==> src/rtl/dmem_port_arbiter_pkg.sv <==
// Shared types for the DMEM port-B arbiter: response owner and halt FSM encodings,
// plus the small decode helpers used by the arbiter.
package dmem_port_arbiter_pkg;

  localparam int DATA_W = 32;
  localparam int WE_W   = 4;

  typedef enum logic [1:0] {
    OWN_NONE = 2'd0,
    OWN_CORE = 2'd1,
    OWN_DBG  = 2'd2
  } owner_e;

  typedef enum logic [1:0] {
    ST_RUN    = 2'd0,
    ST_DRAIN  = 2'd1,
    ST_HALTED = 2'd2
  } state_e;

  // Who gets the read data returned by the BRAM on the following cycle.
  function automatic owner_e read_owner(input logic            core_gnt,
                                        input logic [WE_W-1:0] core_we,
                                        input logic            dbg_gnt,
                                        input logic [WE_W-1:0] dbg_we);
    owner_e owner;
    owner = OWN_NONE;
    if (core_gnt && (core_we == '0)) owner = OWN_CORE;
    else if (dbg_gnt && (dbg_we == '0)) owner = OWN_DBG;
    return owner;
  endfunction

  // Byte-lane merge for a write-enabled word.
  function automatic logic [DATA_W-1:0] merge_bytes(input logic [DATA_W-1:0] old_word,
                                                    input logic [DATA_W-1:0] new_word,
                                                    input logic [WE_W-1:0]   we);
    logic [DATA_W-1:0] word;
    word = old_word;
    for (int b = 0; b < WE_W; b++) begin
      if (we[b]) word[8*b +: 8] = new_word[8*b +: 8];
    end
    return word;
  endfunction

endpackage

==> src/rtl/dmem_port_arbiter_if.sv <==
// Bundle of the core, debug and BRAM port-B signals around the DMEM arbiter.
// The arbiter takes the slave view; the surrounding pipeline/loader/BRAM take the master view.
interface dmem_port_arbiter_if #(
  parameter int ADDR_W = 13
);

  logic              core_req;
  logic [3:0]        core_we;
  logic [ADDR_W-1:0] core_addr;
  logic [31:0]       core_wdata;
  logic              core_stall;
  logic [31:0]       core_rdata;

  logic              dbg_halt;
  logic              dbg_req;
  logic [3:0]        dbg_we;
  logic [ADDR_W-1:0] dbg_addr;
  logic [31:0]       dbg_wdata;
  logic              dbg_gnt;
  logic              dbg_rvalid;
  logic [31:0]       dbg_rdata;
  logic              halted;

  logic [3:0]        web;
  logic [ADDR_W-1:0] addrb;
  logic [31:0]       dib;
  logic [31:0]       dob;

  modport master (
    output core_req, core_we, core_addr, core_wdata,
    output dbg_halt, dbg_req, dbg_we, dbg_addr, dbg_wdata,
    output dob,
    input  core_stall, core_rdata,
    input  dbg_gnt, dbg_rvalid, dbg_rdata, halted,
    input  web, addrb, dib
  );

  modport slave (
    input  core_req, core_we, core_addr, core_wdata,
    input  dbg_halt, dbg_req, dbg_we, dbg_addr, dbg_wdata,
    input  dob,
    output core_stall, core_rdata,
    output dbg_gnt, dbg_rvalid, dbg_rdata, halted,
    output web, addrb, dib
  );

endinterface

==> src/rtl/dmem_port_arbiter.sv <==
// Shares BRAM port B between the core MEM stage (priority) and a debug/loader master,
// with a starvation guarantee for debug and a halt FSM giving debug exclusive ownership.
module dmem_port_arbiter
  import dmem_port_arbiter_pkg::*;
#(
  parameter int ADDR_W     = 13,
  parameter int STARVE_MAX = 8
) (
  input logic               clk,
  input logic               rst,
  dmem_port_arbiter_if.slave bus
);

  localparam int CNT_W = $clog2(STARVE_MAX + 1);
  localparam logic [CNT_W-1:0] STARVE_LIM = CNT_W'(STARVE_MAX);

  state_e             state;
  logic               halted_q;
  logic               hold_q;
  owner_e             rsp_owner;
  logic [CNT_W-1:0]   starve_cnt;
  logic [ADDR_W-1:0]  addr_q;
  logic [DATA_W-1:0]  wdata_q;
  logic [DATA_W-1:0]  core_rdata_q;

  logic               core_gnt;
  logic               dbg_gnt;
  logic               starved;
  logic [WE_W-1:0]    port_we;
  logic [ADDR_W-1:0]  port_addr;
  logic [DATA_W-1:0]  port_wdata;
  logic [DATA_W-1:0]  core_rdata;

  // Same-cycle grant. Nothing is granted while reset is asserted so no BRAM write escapes.
  always_comb begin
    // NOTE: every output gets a default first so no path leaves it unassigned (no latch).
    core_gnt = 1'b0;
    dbg_gnt  = 1'b0;
    starved  = bus.dbg_req && (starve_cnt == STARVE_LIM);
    case (state)
      ST_RUN: begin
        core_gnt = bus.core_req && !starved;
        dbg_gnt  = bus.dbg_req && !core_gnt;
      end
      ST_DRAIN, ST_HALTED: dbg_gnt = bus.dbg_req;
      default: ;
    endcase
    if (rst) begin
      core_gnt = 1'b0;
      dbg_gnt  = 1'b0;
    end
  end

  // Granted master drives the port; otherwise address/data hold and writes are off.
  always_comb begin
    port_we    = '0;
    port_addr  = addr_q;
    port_wdata = wdata_q;
    if (core_gnt) begin
      port_we    = bus.core_we;
      port_addr  = bus.core_addr;
      port_wdata = bus.core_wdata;
    end else if (dbg_gnt) begin
      port_we    = bus.dbg_we;
      port_addr  = bus.dbg_addr;
      port_wdata = bus.dbg_wdata;
    end
  end

  // Halt FSM. DRAIN lasts one cycle so a core read granted just before the halt can return.
  always_ff @(posedge clk) begin
    // NOTE: state is updated with non-blocking assignments so all registers see pre-edge values.
    if (rst) begin
      state    <= ST_RUN;
      halted_q <= 1'b0;
      hold_q   <= 1'b0;
    end else begin
      case (state)
        ST_RUN: begin
          if (bus.dbg_halt) begin
            state  <= ST_DRAIN;
            hold_q <= 1'b1;
          end
        end
        ST_DRAIN: begin
          if (bus.dbg_halt) begin
            state    <= ST_HALTED;
            halted_q <= 1'b1;
          end else begin
            state  <= ST_RUN;
            hold_q <= 1'b0;
          end
        end
        ST_HALTED: begin
          if (!bus.dbg_halt) begin
            state    <= ST_RUN;
            halted_q <= 1'b0;
            hold_q   <= 1'b0;
          end
        end
        default: begin
          state    <= ST_RUN;
          halted_q <= 1'b0;
          hold_q   <= 1'b0;
        end
      endcase
    end
  end

  // Starvation counter and read-response ownership.
  always_ff @(posedge clk) begin
    if (rst) begin
      starve_cnt <= '0;
      rsp_owner  <= OWN_NONE;
    end else begin
      if (bus.dbg_req && !dbg_gnt) begin
        starve_cnt <= (starve_cnt == STARVE_LIM) ? STARVE_LIM : starve_cnt + 1'b1;
      end else begin
        starve_cnt <= '0;
      end
      rsp_owner <= read_owner(core_gnt, bus.core_we, dbg_gnt, bus.dbg_we);
    end
  end

  // Core read data is passed through on its return cycle and held afterwards.
  assign core_rdata = ((rsp_owner == OWN_CORE) && !rst) ? bus.dob : core_rdata_q;

  always_ff @(posedge clk) begin
    if (rst) begin
      addr_q       <= '0;
      wdata_q      <= '0;
      core_rdata_q <= '0;
    end else begin
      if (core_gnt || dbg_gnt) begin
        addr_q  <= port_addr;
        wdata_q <= port_wdata;
      end
      core_rdata_q <= core_rdata;
    end
  end

  assign bus.web        = port_we;
  assign bus.addrb      = port_addr;
  assign bus.dib        = port_wdata;
  assign bus.dbg_gnt    = dbg_gnt;
  assign bus.core_stall = (bus.core_req && !core_gnt) || hold_q;
  assign bus.core_rdata = core_rdata;
  assign bus.dbg_rvalid = (rsp_owner == OWN_DBG) && !rst;
  assign bus.dbg_rdata  = bus.dob;
  assign bus.halted     = halted_q;

endmodule
==> src/flat_wrapper.sv <==
// flat-port wrapper written by rule: the top's interface ports become plain ports
module dmem_port_arbiter_flat import dmem_port_arbiter_pkg::*;
#(
  parameter int ADDR_W     = 13,
  parameter int STARVE_MAX = 8
)
  (clk, rst, bus_core_req, bus_core_we, bus_core_addr, bus_core_wdata, bus_dbg_halt, bus_dbg_req, bus_dbg_we, bus_dbg_addr, bus_dbg_wdata, bus_dob, bus_core_stall, bus_core_rdata, bus_dbg_gnt, bus_dbg_rvalid, bus_dbg_rdata, bus_halted, bus_web, bus_addrb, bus_dib);
  dmem_port_arbiter_if #(.ADDR_W(ADDR_W)) bus_i ();
  input logic clk;
  input logic rst;
  input wire logic [$bits(bus_i.core_req)-1:0] bus_core_req;
  input wire logic [$bits(bus_i.core_we)-1:0] bus_core_we;
  input wire logic [$bits(bus_i.core_addr)-1:0] bus_core_addr;
  input wire logic [$bits(bus_i.core_wdata)-1:0] bus_core_wdata;
  input wire logic [$bits(bus_i.dbg_halt)-1:0] bus_dbg_halt;
  input wire logic [$bits(bus_i.dbg_req)-1:0] bus_dbg_req;
  input wire logic [$bits(bus_i.dbg_we)-1:0] bus_dbg_we;
  input wire logic [$bits(bus_i.dbg_addr)-1:0] bus_dbg_addr;
  input wire logic [$bits(bus_i.dbg_wdata)-1:0] bus_dbg_wdata;
  input wire logic [$bits(bus_i.dob)-1:0] bus_dob;
  output wire logic [$bits(bus_i.core_stall)-1:0] bus_core_stall;
  output wire logic [$bits(bus_i.core_rdata)-1:0] bus_core_rdata;
  output wire logic [$bits(bus_i.dbg_gnt)-1:0] bus_dbg_gnt;
  output wire logic [$bits(bus_i.dbg_rvalid)-1:0] bus_dbg_rvalid;
  output wire logic [$bits(bus_i.dbg_rdata)-1:0] bus_dbg_rdata;
  output wire logic [$bits(bus_i.halted)-1:0] bus_halted;
  output wire logic [$bits(bus_i.web)-1:0] bus_web;
  output wire logic [$bits(bus_i.addrb)-1:0] bus_addrb;
  output wire logic [$bits(bus_i.dib)-1:0] bus_dib;
  assign bus_i.core_req = bus_core_req;
  assign bus_i.core_we = bus_core_we;
  assign bus_i.core_addr = bus_core_addr;
  assign bus_i.core_wdata = bus_core_wdata;
  assign bus_i.dbg_halt = bus_dbg_halt;
  assign bus_i.dbg_req = bus_dbg_req;
  assign bus_i.dbg_we = bus_dbg_we;
  assign bus_i.dbg_addr = bus_dbg_addr;
  assign bus_i.dbg_wdata = bus_dbg_wdata;
  assign bus_i.dob = bus_dob;
  assign bus_core_stall = bus_i.core_stall;
  assign bus_core_rdata = bus_i.core_rdata;
  assign bus_dbg_gnt = bus_i.dbg_gnt;
  assign bus_dbg_rvalid = bus_i.dbg_rvalid;
  assign bus_dbg_rdata = bus_i.dbg_rdata;
  assign bus_halted = bus_i.halted;
  assign bus_web = bus_i.web;
  assign bus_addrb = bus_i.addrb;
  assign bus_dib = bus_i.dib;
  dmem_port_arbiter #(.ADDR_W(ADDR_W), .STARVE_MAX(STARVE_MAX)) u_core (.clk(clk), .rst(rst), .bus(bus_i));
endmodule
==> config.mk <==
export PLATFORM = sky130hd
export DESIGN_NAME = dmem_port_arbiter_flat
export DESIGN_NICKNAME = d
export VERILOG_FILES = /design/src/rtl/dmem_port_arbiter_pkg.sv /design/src/rtl/dmem_port_arbiter_if.sv /design/src/rtl/dmem_port_arbiter.sv /design/src/flat_wrapper.sv
export SDC_FILE = /design/constraint.sdc
export NUM_CORES = 1
export LEC_CHECK = 0
export CAP_MARGIN = 15
export CORE_ASPECT_RATIO = 0.7
export CORE_MARGIN = 4
export CORE_UTILIZATION = 43
export CTS_BUF_LIST = sky130_fd_sc_hd__clkbuf_2
export CTS_CLUSTER_DIAMETER = 150
export DETAILED_ROUTE_END_ITERATION = 8
export MAX_ROUTING_LAYER = met4
export PLACE_DENSITY = 0.88
export SYNTH_ARGS = -nofsm -noshare
export SYNTH_HDL_FRONTEND = slang
export SYNTH_SLANG_ARGS = --single-unit
==> constraint.sdc <==
create_clock -name clk -period 5.2 [get_ports clk]
set_input_delay 1.04 -clock clk [delete_from_list [all_inputs] [get_ports clk]]
set_output_delay 1.04 -clock clk [all_outputs]
set_load 0.02 [all_outputs]
==> out/results.md <==
| Step | Result | This run |
| --- | --- | --- |
| run status | Run status | complete, no violations |
| synthesis | Yosys synthesis warning count | 0 |
| place | Placed Instance Area | 6700 sq um |
| power | Sequential power share | 44.7% |
| power | Maximum vdd drop | 154 uV |
| drt | Number of antenna-violating nets in the routed design | 0 |
| global route | Antenna violations before repair | 0 |
| global route | Leftover overflow at the end of global routing | 0 |
| worst setup path | Cell type of the slowest stage on the worst timing path | sky130_fd_sc_hd__clkdlybuf4s50_1 |
| die | DIE WIDTH | 129 um |
| global route | Pin count of the biggest net entering global routing | 71 |
| drt | DRC | 0 |
| clock network | Latest clock arrival within the worst-skew pair | 0.53 ns |
| clock network | Count of hold buffers inserted by post-cts repair | 0 |
| timing | Final setup violation count | 0 |
| clock network | H-tree levels | 3 |
| drt | First-pass detailed-route iteration total | 5 |
| clock network | Buffer type at the clock tree root | sky130_fd_sc_hd__clkbuf_2 |
| clock network | Number of gates given a new drive strength after cts | 0 |
| timing | Max_slew headroom | 26.7% |
| final layout | ANT cells | 0 |
| timing | Measured slew at the worst slew-check pin | 1.10 ns |
| worst hold path | Class of the tightest hold or removal check | reg2reg |
| final layout | Post-route standard cell area excluding fillers | 6800 sq um |
| flow run | Number of max-cap violations | 0 |
| timing | Max Freq | 0.227 GHz |
| final layout | Final nets | 802 |
| worst hold path | Worst hold path endpoint | u_core.addr_q[11] |
| worst hold path | Worst hold start | u_core.addr_q[11] |
| worst setup path | Nature of the critical path endpoint | output port |
| timing | Final Critical Period | 4.41 ns |
| synthesis | Number of nets produced by synthesis | 597 |
| final layout | Filler Cells Inserted | 769 |
| drt | Vias after detailed routing | 3989 |
| clock network | Post-CTS setup buffer count | 0 |
| die | Total core area | 9830 sq um |
| die | Die height | 92.6 um |
| clock network | Clock Path Buffers | 2 |
| power | Combinational Power Share | 36.0% |
| worst setup path | Top cell family by delay on the critical path | buffers and inverters |
| drt | Routed via count divided by cell count | 5.03 |
| worst setup path | WP data required | 4.16 ns |
| die | FP Rows | 30 |
| synthesis | Yosys top cell area share | 39.6% |
| power | Internal power | 1.12 mW |
| timing | Clock Skews | 0.0126 ns |
| drt | Final wirelength | 13000 um |
| power | Leakage | 2.70 nW |
| worst hold path | Cells on Worst Hold Path | 2 |
| place | Detailed Place HPWL | 10200 um |
| worst setup path | R2r startpoint | u_core.state[0] |
| final layout | Area Overhead vs Synth | 54.5% |
| worst setup path | FF-to-FF End | u_core.wdata_q[9] |
| worst setup path | Arrival time at the worst endpoint | 3.37 ns |
| timing | Final total negative setup slack | 0 ns |
| synthesis | Number of enable-type register cells in the synthesized netlist | 0 |
| synthesis | Fraction of the yosys area taken by sequential cells | 39.6% |
| worst setup path | Cells traversed along the worst timing path | clkdlybuf4s50_1 > nor3b_2 > o211a_2 > buf_12 > a22oi_1 > o21ai_0 > clkdlybuf4s50_1 |
| drt | Average detailed-routed wire length per instance | 16.4 um |
| global route | Wire length of the first global-routing pass | 20300 um |
| die | Overall die area | 11900 sq um |
| clock network | Clock-pin slew of the registers on the worst-case setup and hold paths | 0.20 ns |
| global route | Vias in the first global route | 4061 |
| worst setup path | Worst Path Buf+Inv | 3 |
| worst setup path | Worst setup slack for register-to-register paths | 2.77 ns |
| die | Initial standard-cell utilization of the core | 44.7% |
| power | Clock Power Share | 19.3% |
| worst setup path | R2R depth | 6 |
| synthesis | Primary flip-flop cell chosen by synthesis mapping | sky130_fd_sc_hd__dfxtp_1 |
| synthesis | Syn avg cell area | 9.65 sq um |
| worst setup path | Biggest cell delay along the critical path | 0.65 ns |
| die | Ports | 252 |
| worst setup path | Most common cell type on the critical path | sky130_fd_sc_hd__clkdlybuf4s50_1 |
| worst setup path | Worst Path Class, Setup | in2out |
| clock network | # clock sinks | 87 |
| place | IO buf count | 251 |
| drt | Starting DRT DRC Count | 163 |
| final layout | Layout cells sized above 1 | 14.0% |
| synthesis | Share of async-settable or async-resettable flops after synthesis | 0% |
| place | Global placer's final weighted congestion | 0.807 |
| timing | Final hold vios | 0 |
| synthesis | Cell taking the most area after synthesis | sky130_fd_sc_hd__dfxtp_1 |
| clock network | Clock tree from TritonCTS | built |
| worst setup path | Kind of start point of the critical path | input pin |
| timing | RSZ-0062 raised after global routing | no |
| synthesis | Post-synthesis cell type count | 38 |
| power | Net Sw Frac | 31.7% |
| synthesis | Synthesized flop and latch total | 87 |
| timing | Number of slew-limit violations in the final report | 0 |
| synthesis | Area of the mapped netlist | 4400 sq um |
| power | Pwr dens | 242 nW/um^2 |
| synthesis | Top area cells in the synthesized netlist | sky130_fd_sc_hd__dfxtp_1, sky130_fd_sc_hd__mux2_2, sky130_fd_sc_hd__buf_4, sky130_fd_sc_hd__o21ai_1, sky130_fd_sc_hd__nor2b_1 |
| power | Net Sw Power | 522 uW |
| synthesis | Cells after synthesis | 456 |
| worst setup path | Largest fanout on the critical path | 33 |
| global route | Overall fraction of global-route tracks in use | 21.9% |
| timing | Final cycle utilization of the critical path | 84.9% |
| clock network | CTS Buf Count | 9 |
-- power by group through the flow --
stage | sequential, mW | clock (mW) | combinational, mW
final | 0.735 | 0.317 | 0.593
after global routing | 0.741 | 0.362 | 0.635
after CTS | 0.735 | 0.334 | 0.599
after detailed placement | 0.748 | 0 | 0.595
after floorplan | 0.744 | 0 | 0.315
after global placement | 0.746 | 0 | 0.584
-- state kept, by name, indices dropped and copies added (netlist names) --
name / flops
u_core.state: 2
u_core.bus.halted: 1
u_core.addr_q: 13
u_core.rsp_owner: 2
u_core.core_rdata_q: 32
u_core.hold_q: 1
u_core.wdata_q: 32
u_core.starve_cnt: 4
-- per-layer routing --
metal / part of all wire (%) / track usage [%] / vias up
met5: 0 / - / -
met4: 1.2 / 5.51 / 0
met3: 7.5 / 6.28 / 12
met2: 51 / 38.6 / 121
met1: 40 / 24.5 / 1887
li1: - / - / 1969
-- cell families after synthesis --
logic type | after synthesis | share of synthesized area [%]
AO/OA/AOI/OAI | 148 | 25.3
AND/OR/NAND/NOR | 107 | 12.9
flip-flops | 87 | 39.6
buffers and inverters | 71 | 11.3
multiplexers | 35 | 8.87
adder cells (fa/ha/maj) | 6 | 1.71
XOR/XNOR | 2 | 0.398
-- metrics by stage --
stage / hold WS, ns / utilization (%) / power (mW) / instances / setup WS (ns)
floorplan: 0.430 / - / 1.06 / 456 / 1.94
global route: 0.510 / 69.1 / 1.74 / 793 / 0.657
detailed placement: 0.458 / 68.1 / 1.34 / 778 / 0.773
global placement: 0.443 / 68.1 / 1.33 / 778 / 0.849
CTS: 0.485 / 69.1 / 1.67 / 793 / 0.765
finish: 0.482 / 69.1 / 1.64 / 793 / 0.787
-- final cells by class --
cell class,count,area [sq um],share of cell area (%)
inverter,6,22.5,0.331
sequential,87,1740,25.6
multi-input combinational,298,2180,32.0
clock buffer,10,50.0,0.736
clock inverter,5,50.0,0.736
tap,128,160,2.36
timing repair buffer,259,2600,38.2
-- worst min-delay path: cells and delay by family (launching register included) --
kind,cells,cell delay (ns)
flops,1,0.34
simple gates,1,0.06
compound gates,1,0.06
-- how the worst max path moves through the flow --
stage / from / endpoint / depth (start not counted)
finish: rst / bus_dib[8] / 7
global route: bus_dbg_req / bus_dib[8] / 7
CTS: rst / bus_dib[8] / 7
detailed placement: rst / bus_dib[8] / 7
global placement: bus_dbg_req / bus_dib[8] / 7
floorplan: bus_dbg_req / bus_addrb[10] / 5
-- cells in the mapped netlist (2+ instances only) --
cell type                   n
sky130_fd_sc_hd__dfxtp_1   87
sky130_fd_sc_hd__o21ai_1   51
sky130_fd_sc_hd__nand2_1   50
sky130_fd_sc_hd__buf_4     38
sky130_fd_sc_hd__nor2b_1   34
sky130_fd_sc_hd__mux2_2    32
sky130_fd_sc_hd__o21ai_0   31
sky130_fd_sc_hd__a22oi_1   24
sky130_fd_sc_hd__a22oi_2   11
sky130_fd_sc_hd__a22oi_4   10
sky130_fd_sc_hd__buf_6     10
sky130_fd_sc_hd__o21ai_2   10
sky130_fd_sc_hd__buf_2      9
sky130_fd_sc_hd__clkbuf_1   8
sky130_fd_sc_hd__nor2_1     7
sky130_fd_sc_hd__ha_1       6
sky130_fd_sc_hd__inv_1      6
sky130_fd_sc_hd__a21oi_1    3
sky130_fd_sc_hd__a22o_1     3
sky130_fd_sc_hd__mux2i_1    3
sky130_fd_sc_hd__a21o_1     2
sky130_fd_sc_hd__nand3_1    2
sky130_fd_sc_hd__nor3b_2    2
sky130_fd_sc_hd__or4_1      2
sky130_fd_sc_hd__xnor2_1    2
-- layout by cell type, fill, tap and decap left out, types with 2 or more instances in the layout --
master	count
sky130_fd_sc_hd__nor2b_1	34
sky130_fd_sc_hd__inv_1	6
sky130_fd_sc_hd__clkbuf_2	10
sky130_fd_sc_hd__buf_12	2
sky130_fd_sc_hd__o21ai_1	51
sky130_fd_sc_hd__mux2i_1	3
sky130_fd_sc_hd__o21ai_2	10
sky130_fd_sc_hd__dfxtp_1	87
sky130_fd_sc_hd__a22oi_2	11
sky130_fd_sc_hd__a22oi_1	24
sky130_fd_sc_hd__a21o_1	2
sky130_fd_sc_hd__mux2_2	32
sky130_fd_sc_hd__a22oi_4	10
sky130_fd_sc_hd__nand3_1	2
sky130_fd_sc_hd__clkdlybuf4s50_1	251
sky130_fd_sc_hd__nand2_1	50
sky130_fd_sc_hd__a22o_1	3
sky130_fd_sc_hd__or4_1	2
sky130_fd_sc_hd__buf_4	6
sky130_fd_sc_hd__nor2_1	7
sky130_fd_sc_hd__a21oi_1	3
sky130_fd_sc_hd__xnor2_1	2
sky130_fd_sc_hd__clkinv_1	2
sky130_fd_sc_hd__ha_1	6
sky130_fd_sc_hd__o21ai_0	31
Power figures use the tool's default switching activity.
